`config.mk`:
```
export PLATFORM = sky130hd
export DESIGN_NAME = mgmt_gpio_bank
export DESIGN_NICKNAME = d
export VERILOG_FILES = /design/src/rtl/mgmt_gpio_bank.sv
export SDC_FILE = /design/constraint.sdc
export NUM_CORES = 1
export LEC_CHECK = 0
export ABC_AREA = 1
export CAP_MARGIN = 15
export CORE_ASPECT_RATIO = 1.75
export CORE_MARGIN = 2
export CORE_UTILIZATION = 60
export CTS_CLUSTER_SIZE = 24
export DETAILED_ROUTE_END_ITERATION = 16
export DONT_BUFFER_PORTS = 1
export HOLD_SLACK_MARGIN = 0.15
export PLACE_DENSITY = 0.84
export SLEW_MARGIN = 20
export SYNTH_ARGS = -nofsm -noshare
export SYNTH_HDL_FRONTEND = slang
export SYNTH_SLANG_ARGS = --single-unit
```
`constraint.sdc`:
```
create_clock -name clock -period 2.25 [get_ports clock]
set_input_delay 0.675 -clock clock [delete_from_list [all_inputs] [get_ports clock]]
set_output_delay 0.675 -clock clock [all_outputs]
set_load 0.02 [all_outputs]
```
`src/rtl/mgmt_gpio_bank.sv`:
```
`default_nettype none
// ----------------------------------------------------------------------------
// mgmt_gpio_bank - management GPIO bank with hardware blink and edge interrupts
// Revision 1.0
// ----------------------------------------------------------------------------
module mgmt_gpio_bank #(
  parameter int          NCH         = 16,
  parameter int          CNT_W       = 24,
  parameter int          SYNC_STAGES = 2,
  parameter int unsigned PERIOD_RST  = 999
) (
  input  logic             clock,
  input  logic             resetb,
  input  logic [2:0]       reg_addr,
  input  logic [31:0]      reg_wdata,
  input  logic             reg_we,
  input  logic             reg_re,
  output logic [31:0]      reg_rdata,
  output logic             reg_ack,
  input  logic [NCH-1:0]   gpio_in,
  output logic [NCH-1:0]   gpio_out,
  output logic [NCH-1:0]   gpio_oeb,
  output logic             irq
);

  localparam logic [2:0] C_ADDR_DATA_OUT   = 3'd0;
  localparam logic [2:0] C_ADDR_DATA_IN    = 3'd1;
  localparam logic [2:0] C_ADDR_OEB        = 3'd2;
  localparam logic [2:0] C_ADDR_BLINK_EN   = 3'd3;
  localparam logic [2:0] C_ADDR_PERIOD     = 3'd4;
  localparam logic [2:0] C_ADDR_RISE_EN    = 3'd5;
  localparam logic [2:0] C_ADDR_FALL_EN    = 3'd6;
  localparam logic [2:0] C_ADDR_IRQ_STATUS = 3'd7;
  localparam logic [CNT_W-1:0] C_PERIOD_RST = CNT_W'(PERIOD_RST);

  logic [NCH-1:0]   r_data_out, r_oeb, r_blink_en, r_rise_en, r_fall_en;
  logic [NCH-1:0]   r_status, r_prev;
  logic [NCH-1:0]   r_sync [SYNC_STAGES];
  logic [CNT_W-1:0] r_period, r_cnt;
  logic             r_phase;

  logic             w_req, w_wr, w_rd_only, w_blink_restart;
  logic [NCH-1:0]   w_wr_data, w_data_in, w_rise, w_fall, w_clr;
  logic [31:0]      w_rd_mux;
  logic             w_unused_wdata;

  // A strobe held through the ack cycle is not re-accepted until ack drops.
  assign w_req     = (reg_we | reg_re) & ~reg_ack;
  assign w_wr      = w_req & reg_we;
  assign w_rd_only = w_req & reg_re & ~reg_we;
  assign w_wr_data = reg_wdata[NCH-1:0];
  assign w_unused_wdata = ^reg_wdata;

  assign w_data_in = r_sync[SYNC_STAGES-1];
  assign w_rise    = w_data_in & ~r_prev;
  assign w_fall    = ~w_data_in & r_prev;
  assign w_clr     = (w_wr && reg_addr == C_ADDR_IRQ_STATUS) ? w_wr_data : '0;

  assign w_blink_restart = w_wr && ((reg_addr == C_ADDR_PERIOD) ||
                           (reg_addr == C_ADDR_BLINK_EN && r_blink_en == '0 && w_wr_data != '0));

  always_comb begin
    w_rd_mux = '0;
    case (reg_addr)
      C_ADDR_DATA_OUT:   w_rd_mux[NCH-1:0]   = r_data_out;
      C_ADDR_DATA_IN:    w_rd_mux[NCH-1:0]   = w_data_in;
      C_ADDR_OEB:        w_rd_mux[NCH-1:0]   = r_oeb;
      C_ADDR_BLINK_EN:   w_rd_mux[NCH-1:0]   = r_blink_en;
      C_ADDR_PERIOD:     w_rd_mux[CNT_W-1:0] = r_period;
      C_ADDR_RISE_EN:    w_rd_mux[NCH-1:0]   = r_rise_en;
      C_ADDR_FALL_EN:    w_rd_mux[NCH-1:0]   = r_fall_en;
      C_ADDR_IRQ_STATUS: w_rd_mux[NCH-1:0]   = r_status;
      default:           w_rd_mux            = '0;
    endcase
  end

  always_ff @(posedge clock or negedge resetb) begin
    if (!resetb) begin
      for (int i = 0; i < SYNC_STAGES; i++) r_sync[i] <= '0;
    end else begin
      r_sync[0] <= gpio_in;
      for (int i = 1; i < SYNC_STAGES; i++) r_sync[i] <= r_sync[i-1];
    end
  end

  // Shared half-period counter; phase toggles after BLINK_PERIOD+1 cycles.
  always_ff @(posedge clock or negedge resetb) begin
    if (!resetb) begin
      r_cnt   <= '0;
      r_phase <= 1'b0;
    end else if (w_blink_restart || r_blink_en == '0) begin
      r_cnt   <= '0;
      r_phase <= 1'b0;
    end else if (r_cnt == r_period) begin
      r_cnt   <= '0;
      r_phase <= ~r_phase;
    end else begin
      r_cnt   <= r_cnt + CNT_W'(1);
    end
  end

  always_ff @(posedge clock or negedge resetb) begin
    if (!resetb) begin
      r_data_out <= '0;
      r_oeb      <= '1;
      r_blink_en <= '0;
      r_period   <= C_PERIOD_RST;
      r_rise_en  <= '0;
      r_fall_en  <= '0;
      r_status   <= '0;
      r_prev     <= '0;
      reg_ack    <= 1'b0;
      reg_rdata  <= '0;
      gpio_out   <= '0;
      gpio_oeb   <= '1;
      irq        <= 1'b0;
    end else begin
      reg_ack   <= w_req;
      reg_rdata <= w_rd_only ? w_rd_mux : '0;
      if (w_wr) begin
        case (reg_addr)
          C_ADDR_DATA_OUT: r_data_out <= w_wr_data;
          C_ADDR_OEB:      r_oeb      <= w_wr_data;
          C_ADDR_BLINK_EN: r_blink_en <= w_wr_data;
          C_ADDR_PERIOD:   r_period   <= reg_wdata[CNT_W-1:0];
          C_ADDR_RISE_EN:  r_rise_en  <= w_wr_data;
          C_ADDR_FALL_EN:  r_fall_en  <= w_wr_data;
          default: ;
        endcase
      end
      // New events are OR-ed in after the clear so a coincident event survives.
      r_status <= (r_status & ~w_clr) | (w_rise & r_rise_en) | (w_fall & r_fall_en);
      r_prev   <= w_data_in;
      irq      <= |r_status;
      gpio_out <= r_data_out ^ (r_blink_en & {NCH{r_phase}});
      gpio_oeb <= r_oeb;
    end
  end

endmodule
`default_nettype wire
```
==> results of run 1 <==
## final cells by class
class / instances / area share (%)
tap: 231 / 2.47
timing repair buffer: 32 / 2.06
clock buffer: 29 / 5.29
sequential: 251 / 54.2
clock inverter: 12 / 1.11
inverter: 151 / 4.85
multi-input combinational: 741 / 30.0
## routing by layer
layer | GRT usage [%] | vias up
met3 | 5.29 | 131
met5 | 0 | -
li1 | - | 3781
met4 | 17.0 | 0
met1 | 35.4 | 3948
met2 | 52.2 | 462
## final timing paths
check / depth (start not counted) / end / startpoint / slack, ns
worst min register to register: 0 / w_data_in[3] / r_sync[19] / 0.35
worst max-delay path: 11 / r_cnt[18] / r_cnt[1] / 0.38
max in group asynchronous: 0 / gpio_oeb[14] / resetb / 1.90
min in group clock: 0 / r_sync[28] / gpio_in[12] / 0.19
worst max register to register: 11 / r_cnt[18] / r_cnt[1] / 0.38
worst min-delay path: 0 / r_cnt[16] / resetb / -0.13
## registers in the layout, indices dropped and copies added (netlist names), 16 cells and up
| name | cells |
|---|---|
| gpio_out | 16 |
| r_data_out | 16 |
| r_prev | 16 |
| r_blink_en | 16 |
| r_period | 24 |
| r_oeb | 16 |
| r_fall_en | 16 |
| w_data_in | 16 |
| gpio_oeb | 16 |
| r_sync | 16 |
| reg_rdata | 24 |
| r_status | 16 |
| r_cnt | 24 |
| r_rise_en | 16 |
## power by group through the flow
stage                     registers [W]  clock network [W]  logic, W
after floorplan                 0.00620                  0   0.00129
after global placement          0.00637                  0   0.00162
after detailed placement        0.00640                  0   0.00169
after CTS                       0.00633            0.00390   0.00172
after global routing            0.00643            0.00410   0.00196
final                           0.00635            0.00386   0.00173
## cell families after synthesis
family / count (synthesis)
other: 1
XOR/XNOR: 38
AO/OA/AOI/OAI: 218
buffers and inverters: 195
flip-flops: 251
AND/OR/NAND/NOR: 476
adder cells (fa/ha/maj): 1
## per-stage QoR
stage / hold WS, ns / utilization (%) / instance area [um2]
5_1_grt: -0.146 / 67.2 / 11700
2_1_floorplan: 0.331 / - / 10600
4_1_cts: -0.144 / 67.2 / 11700
3_3_place_gp: 0.332 / 62.9 / 10900
6_report: -0.132 / 67.2 / 11700
3_5_place_dp: 0.335 / 62.9 / 10900
## cell usage after synthesis, types with 3 or more instances
library cell / n
clkbuf_1: 17
nand3_1: 34
xnor2_1: 22
o22ai_1: 15
buf_4: 10
a31oi_1: 7
a22o_1: 3
inv_2: 7
xor2_1: 16
nor2_1: 107
inv_1: 144
dfstp_2: 40
o311ai_0: 12
nor3_1: 22
dfrtp_1: 211
o21ai_1: 5
a211oi_1: 5
o311ai_1: 4
o21ai_0: 146
buf_2: 15
nand2_1: 299
nand4_1: 3
nor4_1: 5
a21oi_1: 16
## critical path, stage by stage, from the launching register on
cell	delay [ns]
dfrtp_1	0.42
ha_1	0.22
nand3_1	0.13
inv_2	0.14
nand2_2	0.10
nor2_4	0.16
nand2_1	0.11
nor2_1	0.22
nand2_1	0.09
nand2_1	0.06
nand2_1	0.05
nor2_1	0.09
==> impl_metrics.py, run 1 <==
metrics = {
    "status": {
        "status": "complete, but fails checks",
        "violations": "negative hold slack",
    },
    "synthesis": {
        "syn_area_um2": 10600,
        "synth_edf_count": 0,
        "synthArstFlopShare_pct": 100,
        "synth.distinct_cells": 36,
        "synth-seq-cells": 251,
        "synthCells": 1180,
        "synth_top_cell_area_share_pct": 49.8,
        "ys.flop_type": "dfrtp_1",
        "synth_top_family_by_area": "simple AND/OR/NAND/NOR gates",
        "synth.area.top_cells": "dfrtp_1 (50%), nand2_1 (11%), dfstp_2 (9.9%)",
        "synthAdderAreaFrac_pct": 0.118,
        "synthMuxAreaShare_pct": 0,
        "synth-xor-area-share_pct": 3.14,
        "synth_compound_area_share_pct": 11.5,
        "yosysSeqAreaShare_pct": 59.8,
        "synth_top_cell_by_area": "dfrtp_1",
        "synth.avg_cell_area_um2": 8.98,
        "synth-simple-area-share_pct": 18.0,
        "ys_warn_count": 0,
    },
    "route": {
        "wirelength_um": 27900,
        "routedWlPerCell_um": 19.3,
        "drt-pass1-iter-count": 5,
        "drtAntennaViolNets": 0,
        "dr_wl_met3_um": 2230,
        "drt-initial-drc-count": 920,
        "drc": 0,
        "via_per_inst": 5.75,
        "num_vias": 8322,
        "wl_met1_um": 9850,
        "wl_met2_um": 14000,
        "top_layer_used": "met4",
    },
    "timing": {
        "finalSetupViolCount": 0,
        "rsz0062_at_grt": "false",
        "tns_ns": 0,
        "hold_violations": 211,
        "drv_slew": 0,
        "min_period_ns": 1.87,
        "tightest_slew_ns": 0.830,
        "hold_slack_ns": -0.132,
        "period_share_pct": 83.1,
        "slew_headroom_pct": 44.6,
        "setup_slack_ns": 0.381,
        "finClkSkew_ns": 0.00994,
        "clock.fmax_mhz": 535,
    },
    "placed_design": {
        "dp_hpwl_um": 19200,
        "io_buffers": 0,
        "dpl.cell_count": 1406,
        "pre_cts_slack_ns": 0.400,
        "gp_congestion": 0.923,
    },
    "die": {
        "die_w_um": 104,
        "core_area_um2": 17400,
        "io_pins": 121,
        "die_h_um": 180,
        "die_area_um2": 18800,
        "start_util_pct": 61.0,
        "row_count": 64,
    },
    "clocking": {
        "clkSinkCount": 251,
        "path_clk_slew_ns": 0.07,
        "insertion_delay_ns": 0.51,
        "htreeDepth": 1,
        "cts_root_buf": "clkbuf_16",
        "clockBufferDepth": 3,
        "cts_setup_buffers": 0,
        "cts_resized": 0,
        "cts_tree": "built",
        "cts_made_buffers": 23,
    },
    "pwr": {
        "combPwrFrac_pct": 14.5,
        "internal-power_w": 0.00833,
        "p_clk_share_pct": 32.4,
        "leakagePower_nw": 5.36,
        "pwr-share-seq_pct": 53.2,
        "ir_drop_v": 0.000930,
        "swShare_pct": 30.2,
        "p_switching_w": 0.00361,
        "fin_total_pwr_w": 0.0119,
        "p_per_area_nw_per_um2": 1020,
    },
    "worst_setup_path": {
        "crit_arrival_ns": 2.30,
        "critPathKind": "reg2reg",
        "cp.required_ns": 2.68,
        "worstSetupStartpointType": "flop",
        "worstPathMaxFanout": 5,
        "end_kind": "flop",
    },
    "cells_and_area": {
        "ff_latch_area_um2": 6330,
        "drive_gt1_share_pct": 10.3,
        "stdcell_count": 1447,
        "multi_input_area_um2": 3510,
        "syn2layout_area_growth_pct": 10.3,
        "antenna_cells": 0,
        "fill_cells": 1293,
        "mostFrequentLayoutCells": "nand2_1 (299), dfrtp_1 (211), o21ai_0 (146), inv_1 (144), nor2_1 (105)",
        "layout_commonest_cell": "nand2_1",
        "nets": 1256,
    },
    "grt": {
        "grt_pass1_vias": 8470,
        "grt-ovfl-total": 0,
        "grt_usage_pct": 30.2,
        "grt_max_degree": 252,
        "antenna_found_initial": 0,
        "grt_pass1_wl_um": 44100,
    },
    "min_path": {
        "min_path_type": "in2async",
    },
    "run": {
        "max_cap_viol_count": 0,
    },
}
Note: power is estimated with default switching activity, not from simulation.
==> run 2, diff against run 1 <==
Settings changed: CORE_UTILIZATION 60 to 57, PLACE_DENSITY 0.84 to 0.83.
Clock period 2.25 ns to 1.5 ns, I/O delays scaled along.
==> run 2 against run 1 <==
  * The flow finishes with violations (negative hold slack, negative setup slack)
  * Clock power increased by 54%
  * Via count grew 10%
  * Non-clock buffer count rose by 145
  * Sequential cell count unchanged
  * Power increased by 62%
  * Global-route usage rose by 2.1 points
  * Critical path depth fell by 1
  * Worst setup slack lost 0.50 ns
  * Fmax grew 16%
  * Final cell count is 10% higher
  * Register-to-register slack got worse by 0.50 ns
  * Critical path type unchanged
  * Critical endpoint is now r_cnt[3]
==> impl_metrics.py, run 2 (same netlist as run 1, synthesis figures left out) <==
metrics = {
    "status": {
        "status": "complete, but fails checks",
        "violations": "negative hold slack, negative setup slack",
    },
    "cells_and_area": {
        "nets": 1400,
        "fin_util_pct": 72.7,
        "syn2layout_area_growth_pct": 26.4,
        "top_regs": "r_cnt x24, r_period x24, reg_rdata x24",
        "fill_cells": 1223,
        "postLayoutCellArea_um2": 13400,
        "antenna_cells": 0,
        "mostFrequentLayoutCells": "nand2_1 (283), dfrtp_1 (202), o21ai_0 (138), inv_1 (133), buf_4 (115)",
        "layout_commonest_cell": "nand2_1",
        "drive_gt1_share_pct": 22.9,
    },
    "clocking": {
        "path_clk_slew_ns": 0.07,
        "clockBufferDepth": 3,
        "insertion_delay_ns": 0.51,
        "htreeDepth": 1,
        "clkSinkCount": 251,
        "cts_root_buf": "clkbuf_16",
        "cts_tree": "built",
        "cts_made_buffers": 22,
    },
    "timing": {
        "tns_ns": -2.73,
        "period_share_pct": 108,
        "tightest_slew_ns": 0.585,
        "hold_violations": 251,
        "finClkSkew_ns": 0.0102,
        "slew_headroom_pct": 61.0,
        "drv_slew": 0,
        "setup_slack_ns": -0.115,
        "finalSetupViolCount": 48,
        "clock.fmax_mhz": 619,
        "rsz0062_at_grt": "true",
        "min_period_ns": 1.62,
        "hold_slack_ns": -0.369,
    },
    "route": {
        "top_layer_used": "met4",
        "num_vias": 9172,
        "drc": 0,
        "dr_wl_met3_um": 2180,
        "wirelength_um": 32400,
        "drt-pass1-iter-count": 7,
        "routedWlPerCell_um": 20.3,
        "wl_met2_um": 16400,
        "drtAntennaViolNets": 0,
        "via_per_inst": 5.74,
        "wl_met1_um": 10700,
        "drt-initial-drc-count": 898,
    },
    "die": {
        "io_pins": 121,
        "die_w_um": 107,
        "die_h_um": 184,
        "row_count": 66,
        "start_util_pct": 57.5,
        "die_area_um2": 19700,
        "core_area_um2": 18400,
    },
    "run": {
        "max_cap_viol_count": 0,
    },
    "worst_setup_path": {
        "worstPathMaxFanout": 5,
        "r2r-end": "r_cnt[3]",
        "rrSetupSlack_ns": -0.12,
        "crit_arrival_ns": 2.01,
        "cp.required_ns": 1.89,
        "end_kind": "flop",
        "worst-r2r-cell-count": 10,
        "worstSetupStartpointType": "flop",
        "reg2reg_from": "r_period[9]",
        "critPathKind": "reg2reg",
    },
    "placed_design": {
        "pre_cts_slack_ns": -0.192,
        "dp_hpwl_um": 21100,
        "gp_congestion": 1.00,
        "io_buffers": 0,
        "place_area_um2": 11700,
    },
    "min_path": {
        "min_path_type": "in2async",
    },
    "pwr": {
        "p_per_area_nw_per_um2": 1450,
        "ir_drop_v": 0.00143,
        "leakagePower_nw": 6.12,
    },
    "grt": {
        "grt_usage_pct": 32.3,
        "grt-ovfl-total": 0,
        "grt_max_degree": 252,
        "grt_pass1_vias": 9384,
        "grt_pass1_wl_um": 48800,
        "antenna_found_initial": 0,
    },
}
## run 2: cell count changes in the layout (fill, tap and decap cells not counted), moves of 13 or more
cell           delta
nand2_2          +13
buf_4            +83
nor2_1           -24
dlygate4sd3_1    +42
nor2_2           +21
nand2_1          -16
## run 2: routing by layer
layer | vias up | track usage, %
met5 | - | 0
met4 | 0 | 22.3
met3 | 229 | 5.09
met2 | 524 | 57.0
met1 | 4334 | 34.8
li1 | 4085 | -
## run 2: power by group
part | internal, W | total, W | switching (W) | leakage, nW
clock | 0.00341 | 0.00593 | 0.00252 | 0.374
combinational | 0.00172 | 0.00392 | 0.00221 | 2.76
sequential | 0.00826 | 0.00953 | 0.00128 | 2.98
## run 2: what timing repair did
item / in CTS / in global routing
setup buffers: 2 / 10
setup endpoints to repair: 53 / 62
cloned: 0 / 3
endpoints found under the hold margin: 335 / 252
hold buffers: 41 / 1
resized for setup: 34 / 81
pin swaps: 3 / 12
## run 2: cell type report
cell class	instances	area (um2)	area share, %
multi-input combinational	741	3820	28.5
clock buffer	30	652	4.87
clock inverter	10	113	0.841
sequential	251	6340	47.4
inverter	151	567	4.23
tap	238	298	2.22
timing repair buffer	177	1600	11.9
## run 2: critical path, stage by stage (launching register included)
cell	delay (ns)
dfstp_2	0.54
inv_2	0.04
nand2_2	0.07
nand2_4	0.08
nor2_2	0.11
nand2_1	0.08
nor2_2	0.12
nand3_2	0.10
nand2_4	0.14
clkbuf_16	0.19
nor2_2	0.03
## run 2: stage by stage
stage	std cells	power (W)
after floorplan	1187	0.0113
after global placement	1501	0.0126
after detailed placement	1501	0.0127
after CTS	1584	0.0190
after global routing	1598	0.0202
final	1598	0.0194
## run 2: worst max-delay path by stage
stage / to / cells after the start / startpoint
2_1_floorplan: r_cnt[14] / 9 / r_cnt[1]
6_report: r_cnt[3] / 10 / r_period[9]
3_3_place_gp: r_cnt[14] / 10 / r_period[9]
5_1_grt: r_cnt[3] / 10 / r_cnt[14]
3_5_place_dp: r_data_out[1] / 8 / reg_addr[0]
4_1_cts: reg_ack / 2 / reg_ack
==> run 3, diff against run 2 <==
Settings changed: CAP_MARGIN 15 to not set, CORE_ASPECT_RATIO 1.75 to 0.8, REMOVE_ABC_BUFFERS set to 1.
==> run 3 against run 2 <==
  * Die area shrank 0.18%
  * Combinational power decreased by 6.4%
  * First-iteration DRC count increased by 13%
  * Routed wire length shrank 8.5%
  * Critical endpoint is now r_cnt[4]
  * Sequential share of layout area rose by 0.33 points
  * Final area fell by 0.83%
  * Largest power group unchanged
  * Sequential cell count unchanged
  * The run still ends with negative hold slack, negative setup slack left
  * Core utilization grew 0.38 points
  * Sequential power fell by 0.4%
  * Via count down 2.4%
  * Power increased by 1.6%
  * Global-route usage decreased by 2.5 points
==> impl_metrics.py, run 3 (same netlist as run 1, synthesis figures left out) <==
metrics = {
    "status": {
        "status": "complete, but fails checks",
        "violations": "negative hold slack, negative setup slack",
    },
    "route": {
        "drt-pass1-iter-count": 6,
        "wl_met1_um": 12100,
        "wl_met2_um": 13800,
        "via_per_inst": 5.70,
        "dr_wl_met3_um": 2690,
        "top_layer_used": "met4",
        "wirelength_um": 29600,
        "num_vias": 8955,
        "drt-initial-drc-count": 1016,
        "drtAntennaViolNets": 0,
        "routedWlPerCell_um": 18.9,
        "drc": 0,
    },
    "worst_setup_path": {
        "r2r-end": "r_cnt[4]",
        "end_kind": "flop",
        "critPathKind": "reg2reg",
        "critical-path-slowest-cell": "dfstp_2",
        "worstPathMaxFanout": 5,
        "rrSetupSlack_ns": -0.18,
        "critPathTopFamily": "simple AND/OR/NAND/NOR gates",
        "cp.required_ns": 1.91,
        "reg2reg_from": "r_period[5]",
        "worstSetupStartpointType": "flop",
        "worst-r2r-cell-count": 10,
        "max_stage_delay_ns": 0.54,
        "path_buf_inv": 2,
        "path_cells": "inv_2, nand2_1, nand2_1, nor2_1, nand2_1, nor2_1, nand3_2, nand2_4, clkbuf_16, nor2_1",
        "crit_arrival_ns": 2.09,
    },
    "clocking": {
        "hold_buffers": 40,
        "insertion_delay_ns": 0.52,
        "path_clk_slew_ns": 0.07,
        "cts_tree": "built",
        "clockBufferDepth": 3,
        "cts_root_buf": "clkbuf_16",
        "htreeDepth": 1,
        "cts_made_buffers": 24,
        "clkSinkCount": 251,
    },
    "grt": {
        "grt_pass1_vias": 8900,
        "grt_usage_pct": 29.8,
        "antenna_found_initial": 0,
        "grt-ovfl-total": 0,
        "grt_pass1_wl_um": 46000,
        "grt_max_degree": 252,
    },
    "timing": {
        "setup_slack_ns": -0.180,
        "hold_violations": 251,
        "min_period_ns": 1.68,
        "hold_slack_ns": -0.374,
        "finClkSkew_ns": 0.0108,
        "drv_slew": 0,
        "clock.fmax_mhz": 595,
        "period_share_pct": 112,
        "rsz0062_at_grt": "true",
        "finalSetupViolCount": 42,
    },
    "die": {
        "die_w_um": 156,
        "io_pins": 121,
        "start_util_pct": 58.3,
        "core_area_um2": 18200,
        "row_count": 44,
        "die_h_um": 126,
        "die_area_um2": 19700,
    },
    "pwr": {
        "swShare_pct": 29.9,
        "pwr-share-seq_pct": 48.2,
        "p_per_area_nw_per_um2": 1480,
        "internal-power_w": 0.0138,
        "leakagePower_nw": 6.05,
        "p_switching_w": 0.00588,
        "p_clk_share_pct": 33.2,
        "ir_drop_v": 0.00105,
        "combPwrFrac_pct": 18.6,
    },
    "placed_design": {
        "gp_congestion": 0.960,
        "io_buffers": 0,
        "dpl.cell_count": 1470,
        "place_area_um2": 11500,
        "dp_hpwl_um": 18700,
    },
    "cells_and_area": {
        "layout_commonest_cell": "nand2_1",
        "top_regs": "r_cnt x24, r_period x24, reg_rdata x24",
        "nets": 1377,
        "fin_util_pct": 73.1,
        "syn2layout_area_growth_pct": 25.3,
        "mostFrequentLayoutCells": "nand2_1 (285), dfrtp_1 (209), inv_1 (136), o21ai_0 (133), buf_4 (91)",
        "postLayoutCellArea_um2": 13300,
        "stdcell_count": 1571,
        "drive_gt1_share_pct": 21.5,
    },
    "run": {
        "max_cap_viol_count": 0,
    },
    "min_path": {
        "min_path_type": "in2async",
    },
}
run 3: changes by cell type in the layout (fill, tap and decap cells not counted), sizes merged:
cell / delta
buf: -23
bufinv: +2
clkbuf: +2
clkinv: +1
clkinvlp: -1
diode: +2
dlygate4sd3: -2
run 3: metrics by stage:
step / setup slack (ns) / TNS, ns / total power (W)
2_1_floorplan: -1.04 / -63.47 / 0.0112
3_3_place_gp: -0.00643 / -0.00643 / 0.0123
3_5_place_dp: -0.0624 / -0.835 / 0.0125
4_1_cts: -0.126 / -2.63 / 0.0192
5_1_grt: -0.217 / -5.67 / 0.0206
6_report: -0.180 / -4.26 / 0.0197
run 3: metal layers:
| metal | vias to the layer above | track usage [%] |
|---|---|---|
| met5 | - | 0 |
| met4 | 0 | 11.5 |
| met3 | 89 | 6.88 |
| met2 | 477 | 46.0 |
| met1 | 4355 | 41.3 |
| li1 | 4034 | - |
run 3: power groups by stage:
stage	Sequential [W]	Clock, W	Combinational [W]
finish	0.00949	0.00653	0.00367
global route	0.00963	0.00684	0.00409
CTS	0.00943	0.00657	0.00325
detailed placement	0.00951	0	0.00300
global placement	0.00947	0	0.00288
floorplan	0.00931	0	0.00190
run 3: worst max path at each step:
stage / start / endpoint / depth (start not counted)
6_report: r_period[5] / r_cnt[4] / 10
5_1_grt: r_cnt[4] / r_cnt[4] / 10
4_1_cts: reg_ack / reg_ack / 2
3_5_place_dp: r_cnt[0] / r_cnt[14] / 9
3_3_place_gp: r_cnt[0] / r_cnt[18] / 10
2_1_floorplan: reg_addr[0] / r_cnt[14] / 6
run 3: area by class of cell:
| cell class | count | area, um2 |
|---|---|---|
| inverter | 151 | 567 |
| tap | 230 | 288 |
| clock buffer | 32 | 692 |
| multi-input combinational | 741 | 3780 |
| antenna | 2 | 5.00 |
| fill | 1215 | 4890 |
| sequential | 251 | 6330 |
| clock inverter | 12 | 166 |
| timing repair buffer | 152 | 1450 |
run 3: repair_timing:
item,4_1_cts,5_1_grt
gates resized for setup,21,99
endpoints found under the hold margin,340,251
cloned,2,2
endpoints found under the setup margin,46,63
setup buffers,2,10
pin swaps,2,17
